--- config.mk ---
export PLATFORM = sky130hd
export DESIGN_NAME = mips_multicycle_ctrl
export DESIGN_NICKNAME = d
export VERILOG_FILES = /design/src/rtl/mips_multicycle_ctrl.sv
export SDC_FILE = /design/constraint.sdc
export NUM_CORES = 1
export LEC_CHECK = 0
export ABC_AREA = 1
export CAP_MARGIN = 20
export CORE_ASPECT_RATIO = 1.25
export CORE_MARGIN = 2
export CORE_UTILIZATION = 36
export DETAILED_ROUTE_END_ITERATION = 10
export GPL_TIMING_DRIVEN = 0
export SLEW_MARGIN = 20
export SYNTH_ARGS = -nofsm -noshare
export SYNTH_HDL_FRONTEND = slang
export SYNTH_SLANG_ARGS = --single-unit
--- constraint.sdc ---
create_clock -name clk -period 3.2 [get_ports clk]
set_input_delay 0.64 -clock clk [delete_from_list [all_inputs] [get_ports clk]]
set_output_delay 0.64 -clock clk [all_outputs]
set_load 0.05 [all_outputs]
--- src/rtl/mips_multicycle_ctrl.sv ---
// Multicycle MIPS control FSM.
// Drives datapath selects, write enables and memory strobes per state,
// stalls on the memory ready handshake, counts retired instructions and
// parks in HALT on an illegal opcode (or treats it as a NOP).
module mips_multicycle_ctrl #(
  parameter int unsigned CNT_W           = 32,
  parameter bit          HALT_ON_ILLEGAL = 1'b1
) (
  input  logic             clk,
  input  logic             reset,
  input  logic [5:0]       opcode,
  input  logic [5:0]       funct,
  input  logic             zero,
  input  logic             mem_ready,
  output logic             mem_read,
  output logic             mem_write,
  output logic             iord,
  output logic             ir_write,
  output logic             pc_write,
  output logic [1:0]       pc_src,
  output logic             alu_src_a,
  output logic [1:0]       alu_src_b,
  output logic             imm_zext,
  output logic             shamt_sel,
  output logic [2:0]       alu_control,
  output logic [1:0]       reg_dst,
  output logic [1:0]       mem_to_reg,
  output logic             reg_write,
  output logic [3:0]       state,
  output logic [CNT_W-1:0] retired,
  output logic             halted
);

  typedef enum logic [3:0] {
    S_FETCH  = 4'd0,
    S_DECODE = 4'd1,
    S_MEMADR = 4'd2,
    S_MEMRD  = 4'd3,
    S_MEMWB  = 4'd4,
    S_MEMWR  = 4'd5,
    S_REXEC  = 4'd6,
    S_RWB    = 4'd7,
    S_BRANCH = 4'd8,
    S_IEXEC  = 4'd9,
    S_IWB    = 4'd10,
    S_JUMP   = 4'd11,
    S_JAL    = 4'd12,
    S_JR     = 4'd13,
    S_HALT   = 4'd15
  } state_t;

  localparam logic [5:0] OP_RTYPE = 6'b000000;
  localparam logic [5:0] OP_J     = 6'b000010;
  localparam logic [5:0] OP_JAL   = 6'b000011;
  localparam logic [5:0] OP_BEQ   = 6'b000100;
  localparam logic [5:0] OP_BNE   = 6'b000101;
  localparam logic [5:0] OP_ADDI  = 6'b001000;
  localparam logic [5:0] OP_ANDI  = 6'b001100;
  localparam logic [5:0] OP_LW    = 6'b100011;
  localparam logic [5:0] OP_SW    = 6'b101011;

  localparam logic [5:0] FN_SLL   = 6'b000000;
  localparam logic [5:0] FN_JR    = 6'b001000;
  localparam logic [5:0] FN_ADD   = 6'b100000;
  localparam logic [5:0] FN_SUB   = 6'b100010;
  localparam logic [5:0] FN_AND   = 6'b100100;
  localparam logic [5:0] FN_OR    = 6'b100101;
  localparam logic [5:0] FN_SLT   = 6'b101010;

  localparam logic [2:0] ALU_AND  = 3'b000;
  localparam logic [2:0] ALU_OR   = 3'b001;
  localparam logic [2:0] ALU_ADD  = 3'b010;
  localparam logic [2:0] ALU_SLL  = 3'b011;
  localparam logic [2:0] ALU_SUB  = 3'b110;
  localparam logic [2:0] ALU_SLT  = 3'b111;

  state_t           r_state;
  state_t           w_next;
  logic [CNT_W-1:0] r_retired;

  logic       w_mem_read;
  logic       w_mem_write;
  logic       w_iord;
  logic       w_ir_write;
  logic       w_pc_write;
  logic [1:0] w_pc_src;
  logic       w_alu_src_a;
  logic [1:0] w_alu_src_b;
  logic       w_imm_zext;
  logic       w_shamt_sel;
  logic [2:0] w_alu_control;
  logic [1:0] w_reg_dst;
  logic [1:0] w_mem_to_reg;
  logic       w_reg_write;

  // State register and retired-instruction counter (counts every return to FETCH).
  always_ff @(posedge clk) begin
    if (reset) begin
      r_state   <= S_FETCH;
      r_retired <= '0;
    end else begin
      r_state <= w_next;
      if (w_next == S_FETCH && r_state != S_FETCH)
        r_retired <= r_retired + CNT_W'(1);
    end
  end

  // Next-state and per-state datapath control decode.
  always_comb begin
    w_next        = r_state;
    w_mem_read    = 1'b0;
    w_mem_write   = 1'b0;
    w_iord        = 1'b0;
    w_ir_write    = 1'b0;
    w_pc_write    = 1'b0;
    w_pc_src      = 2'd0;
    w_alu_src_a   = 1'b0;
    w_alu_src_b   = 2'd0;
    w_imm_zext    = 1'b0;
    w_shamt_sel   = 1'b0;
    w_alu_control = ALU_ADD;
    w_reg_dst     = 2'd0;
    w_mem_to_reg  = 2'd0;
    w_reg_write   = 1'b0;

    case (r_state)
      S_FETCH: begin
        w_mem_read  = 1'b1;
        w_alu_src_b = 2'd1;
        w_ir_write  = mem_ready;
        w_pc_write  = mem_ready;
        w_next      = mem_ready ? S_DECODE : S_FETCH;
      end
      S_DECODE: begin
        w_alu_src_b = 2'd3;
        case (opcode)
          OP_LW, OP_SW:   w_next = S_MEMADR;
          OP_RTYPE:       w_next = (funct == FN_JR) ? S_JR : S_REXEC;
          OP_BEQ, OP_BNE: w_next = S_BRANCH;
          OP_ADDI, OP_ANDI: w_next = S_IEXEC;
          OP_J:           w_next = S_JUMP;
          OP_JAL:         w_next = S_JAL;
          default:        w_next = HALT_ON_ILLEGAL ? S_HALT : S_FETCH;
        endcase
      end
      S_MEMADR: begin
        w_alu_src_a = 1'b1;
        w_alu_src_b = 2'd2;
        w_next      = (opcode == OP_LW) ? S_MEMRD : S_MEMWR;
      end
      S_MEMRD: begin
        w_iord     = 1'b1;
        w_mem_read = 1'b1;
        w_next     = mem_ready ? S_MEMWB : S_MEMRD;
      end
      S_MEMWB: begin
        w_mem_to_reg = 2'd1;
        w_reg_write  = 1'b1;
        w_next       = S_FETCH;
      end
      S_MEMWR: begin
        w_iord      = 1'b1;
        w_mem_write = 1'b1;
        w_next      = mem_ready ? S_FETCH : S_MEMWR;
      end
      S_REXEC: begin
        w_alu_src_a = 1'b1;
        case (funct)
          FN_ADD: w_alu_control = ALU_ADD;
          FN_SUB: w_alu_control = ALU_SUB;
          FN_AND: w_alu_control = ALU_AND;
          FN_OR:  w_alu_control = ALU_OR;
          FN_SLT: w_alu_control = ALU_SLT;
          FN_SLL: begin
            w_alu_control = ALU_SLL;
            w_shamt_sel   = 1'b1;
          end
          default: w_alu_control = ALU_ADD;
        endcase
        w_next = S_RWB;
      end
      S_RWB: begin
        w_reg_dst   = 2'd1;
        w_reg_write = 1'b1;
        w_next      = S_FETCH;
      end
      S_BRANCH: begin
        w_alu_src_a   = 1'b1;
        w_alu_control = ALU_SUB;
        w_pc_src      = 2'd1;
        w_pc_write    = ((opcode == OP_BEQ) & zero) | ((opcode == OP_BNE) & ~zero);
        w_next        = S_FETCH;
      end
      S_IEXEC: begin
        w_alu_src_a   = 1'b1;
        w_alu_src_b   = 2'd2;
        w_imm_zext    = (opcode == OP_ANDI);
        w_alu_control = (opcode == OP_ANDI) ? ALU_AND : ALU_ADD;
        w_next        = S_IWB;
      end
      S_IWB: begin
        w_reg_write = 1'b1;
        w_next      = S_FETCH;
      end
      S_JUMP: begin
        w_pc_src   = 2'd2;
        w_pc_write = 1'b1;
        w_next     = S_FETCH;
      end
      S_JAL: begin
        w_pc_src     = 2'd2;
        w_pc_write   = 1'b1;
        w_reg_dst    = 2'd2;
        w_mem_to_reg = 2'd2;
        w_reg_write  = 1'b1;
        w_next       = S_FETCH;
      end
      S_JR: begin
        w_pc_src   = 2'd3;
        w_pc_write = 1'b1;
        w_next     = S_FETCH;
      end
      S_HALT: begin
        w_next = S_HALT;
      end
      default: begin
        w_next = S_FETCH;
      end
    endcase
  end

  // Every control output is forced low during reset, so an instruction
  // interrupted by reset cannot write memory, registers or the PC.
  assign mem_read    = w_mem_read  & ~reset;
  assign mem_write   = w_mem_write & ~reset;
  assign iord        = w_iord      & ~reset;
  assign ir_write    = w_ir_write  & ~reset;
  assign pc_write    = w_pc_write  & ~reset;
  assign pc_src      = reset ? '0 : w_pc_src;
  assign alu_src_a   = w_alu_src_a & ~reset;
  assign alu_src_b   = reset ? '0 : w_alu_src_b;
  assign imm_zext    = w_imm_zext  & ~reset;
  assign shamt_sel   = w_shamt_sel & ~reset;
  assign alu_control = reset ? '0 : w_alu_control;
  assign reg_dst     = reset ? '0 : w_reg_dst;
  assign mem_to_reg  = reset ? '0 : w_mem_to_reg;
  assign reg_write   = w_reg_write & ~reset;
  assign state       = reset ? '0 : r_state;
  assign retired     = r_retired;
  assign halted      = ~reset & (r_state == S_HALT);

endmodule

==> summary.txt <==
Critical path
  • Crit path top cell by count: clkdlybuf4s50_1
  • CP required: 2.56 ns
  • Worst Setup EP: alu_control[2]
  • Worst EP arrival: 2.48 ns
  • Reg-to-reg endpoint: retired[28]
  • Critical Path Fanout Max: 4
  • Startpoint types: primary input
  • Reg2Reg Launch Point: retired[1]
  • CP Cell Sequence: clkdlybuf4s50_1 > inv_1 > nor2_1 > nand4_1 > a21oi_1 > clkdlybuf4s50_1
  • CP Launch Point: funct[5]
  • Worst setup EP type: primary output
  • CP max stage cell: clkdlybuf4s50_1
  • FF-to-FF setup slack: 0.90 ns
  • Slowest stage delay, CP: 0.82 ns
  • Worst reg-to-reg path cell count: 12
  • Critical path class: in -> out

Clock network
  • Postcts setup bufs: 0
  • Clk sinks: 36
  • Clock Latency Late Sink: 0.29 ns
  • CTS tree: built
  • Num CTS Buffers: 5
  • CTS Hold Buffers Added: 0
  • Post-cts resize count: 3
  • CTS max path bufs: 2
  • Worst-path clk slew: 0.07 ns
  • Clock root buffer: clkbuf_8
  • Htree depth: 2

STA
  • TNS Setup: 0 ns
  • Final setup viols: 0
  • Final worst setup slack: 0.0813 ns
  • Max Transition Viols Final: 0
  • Final number of hold-violating endpoints: 0
  • Unrepaired setup endpoints after global routing: false
  • Worst Max-Slew Pin Slew: 0.561 ns
  • Slew margin rel.: 62.6%
  • Fmax: 321 MHz
  • Final period utilization: 97.5%
  • Clock skew: 0.00742 ns
  • Tmin final: 3.12 ns

Die
  • Die H: 105 µm
  • Starting density of the core: 37.3%
  • Boundary Pins: 73
  • Area of the die: 0.00886 mm²
  • Die X: 84.6 µm
  • Rows: 36
  • Core Region: 0.00784 mm²

Placement
  • Final Wtd Congestion: 0.902
  • HPWL Detailed: 7.23 mm
  • Pre-CTS setup slack: -0.0983 ns
  • Port-buffer cells: 71
  • Dpl cell area: 0.00375 mm²

Layout
  • Post-route cell area: 0.00389 mm²
  • Antenna Cells: 0
  • Layout area overhead: 33.2%
  • Share of cells above drive strength 1: 6.50%
  • # nets final: 631
  • Filler Cells Inserted: 860
  • Multi-input gate area in the final layout: 0.00174 mm²
  • Final Util: 49.7%
  • Reg area: 721 µm²

Logic synthesis
  • Mapped Avg Cell Area: 5.46 µm²
  • Synth warn: 0
  • Post-synth cell types: 31
  • Post-synthesis sequential area ratio: 24.6%
  • Seq cells post-synth: 36
  • Netlist Area Pre-Place: 0.00292 mm²
  • Gate Count Post-Synth: 536
  • Synth Net Count: 553

Flow run
  • Maximum Capacitance Violations: 0

Run status
  • Status: completed

Drt
  • Vias per inst: 5.02
  • Total number of vias: 3563
  • Pre-antenna DRT Iters: 5
  • Initial DRC count: 251
  • Routed wire length: 9.33 mm
  • DRC: 0
  • Wire per inst: 13.1 µm
  • Post-route ant nets: 0

GRT
  • Vias in the first global route: 3399
  • First-pass GRT wire length: 15.3 mm
  • Initial antenna violation count: 0
  • Total GRT Usage: 20.8%
  • Largest net degree at the start of global routing: 12
  • Gr ovfl total: 0

Power and ir drop
  • Leak pwr: 1.77 nW
  • Sw Ratio: 54.8%
  • Combinational Power Share: 63.9%
  • Psw: 1.49 mW
  • Pwr Density: 701 mW/mm²
  • Reg power frac: 19.7%
  • Worst VDD drop: 0.393 mV
  • Clock Power Share: 16.4%
  • Internal Pwr Total: 1.23 mW

Worst hold path
  • HP Class: reg -> reg
## worst min path at each step
stage,startpoint,cells after the start,slack [ns],end
finish,retired[29],4,0.55,retired[29]
global route,retired[15],4,0.59,retired[15]
CTS,retired[15],4,0.55,retired[15]
detailed placement,retired[1],4,0.54,retired[1]
global placement,retired[1],4,0.54,retired[1]
floorplan,r_state[0],4,0.66,r_state[0]
## cell type report
type / count / area share [%]
tap: 95 / 3.05
sequential: 36 / 18.5
multi-input combinational: 383 / 44.6
inverter: 99 / 9.70
buffer: 18 / 2.41
clock inverter: 1 / 0.771
clock buffer: 7 / 2.47
timing repair buffer: 71 / 18.5
## power by group through the flow
stage	sequential [mW]	combinational (mW)	clock, mW
after floorplan	0.602	1.16	0
after global placement	0.547	1.73	0
after detailed placement	0.548	1.73	0
after CTS	0.539	1.74	0.459
after global routing	0.547	1.88	0.468
final	0.539	1.74	0.447
## flip-flops by register name, summed over array words and instances (netlist names)
register and flops:
retired 32, r_state 4
## stage by stage
| stage | std cells | hold slack, ns | power [mW] |
|---|---|---|---|
| 2_1_floorplan | 536 | 0.659 | 1.76 |
| 3_3_place_gp | 702 | 0.538 | 2.28 |
| 3_5_place_dp | 702 | 0.545 | 2.28 |
| 4_1_cts | 710 | 0.555 | 2.73 |
| 5_1_grt | 710 | 0.590 | 2.90 |
| 6_report | 710 | 0.554 | 2.73 |
## cell usage after synthesis (all sizes together)
cell type | instances | share of area, %
nor3b | 1 | 0.43
a31oi | 2 | 0.43
nor2 | 115 | 15
a41oi | 1 | 0.30
o21ai | 6 | 1.0
o31ai | 1 | 0.26
nor4 | 1 | 0.21
clkbuf | 6 | 0.77
nand2 | 131 | 17
xnor2 | 1 | 0.30
o221ai | 1 | 0.30
a21oi | 8 | 1.4
inv | 97 | 13
buf | 12 | 2.4
or4 | 1 | 0.26
clkinv | 2 | 0.26
ha | 1 | 0.43
nand3 | 50 | 8.6
o21bai | 1 | 0.26
nand4 | 41 | 8.8
dfxtp | 36 | 25
nor3 | 20 | 3.8
or2 | 1 | 0.21
## cell usage in the layout (no fill, tap or decap), drive strengths merged
cell type / n
a31oi: 2
nor2: 115
nand3: 50
nand2: 131
buf: 12
inv: 97
nor3b: 1
a41oi: 1
bufinv: 1
ha: 1
xnor2: 1
clkbuf: 13
dlymetal6s2s: 5
clkinvlp: 1
nor4: 1
or2: 1
dlygate4sd2: 3
dfxtp: 36
nand4: 41
o21ai: 6
nor3: 20
o21bai: 1
clkdlybuf4s50: 63
o221ai: 1
o31ai: 1
clkinv: 1
or4: 1
a21oi: 8
## per-layer routing
layer,global-route usage [%],wire length [µm],vias to the layer above
li1,-,-,1848
met1,24.3,3940,1578
met2,38.0,4670,114
met3,2.69,420,23
met4,8.28,302,0
met5,0,0,-
## kinds of logic (layout without fill, tap and decap cells)
logic type | count (synthesis) | after routing | synth area share (%)
fa+ha+maj | 1 | 1 | 0.428
simple gates | 361 | 361 | 54.7
compound gates | 20 | 20 | 3.94
buf+inv | 117 | 196 | 16.0
xor+xnor | 1 | 1 | 0.300
flops | 36 | 36 | 24.6
## critical path, delay by kind of cell
| family | cells | cell delay (ns) |
|---|---|---|
| AO/OA/AOI/OAI | 1 | 0.16 |
| AND/OR/NAND/NOR | 2 | 0.34 |
| buffers and inverters | 3 | 1.33 |
No activity file was read; power rests on OpenSTA's default activity.
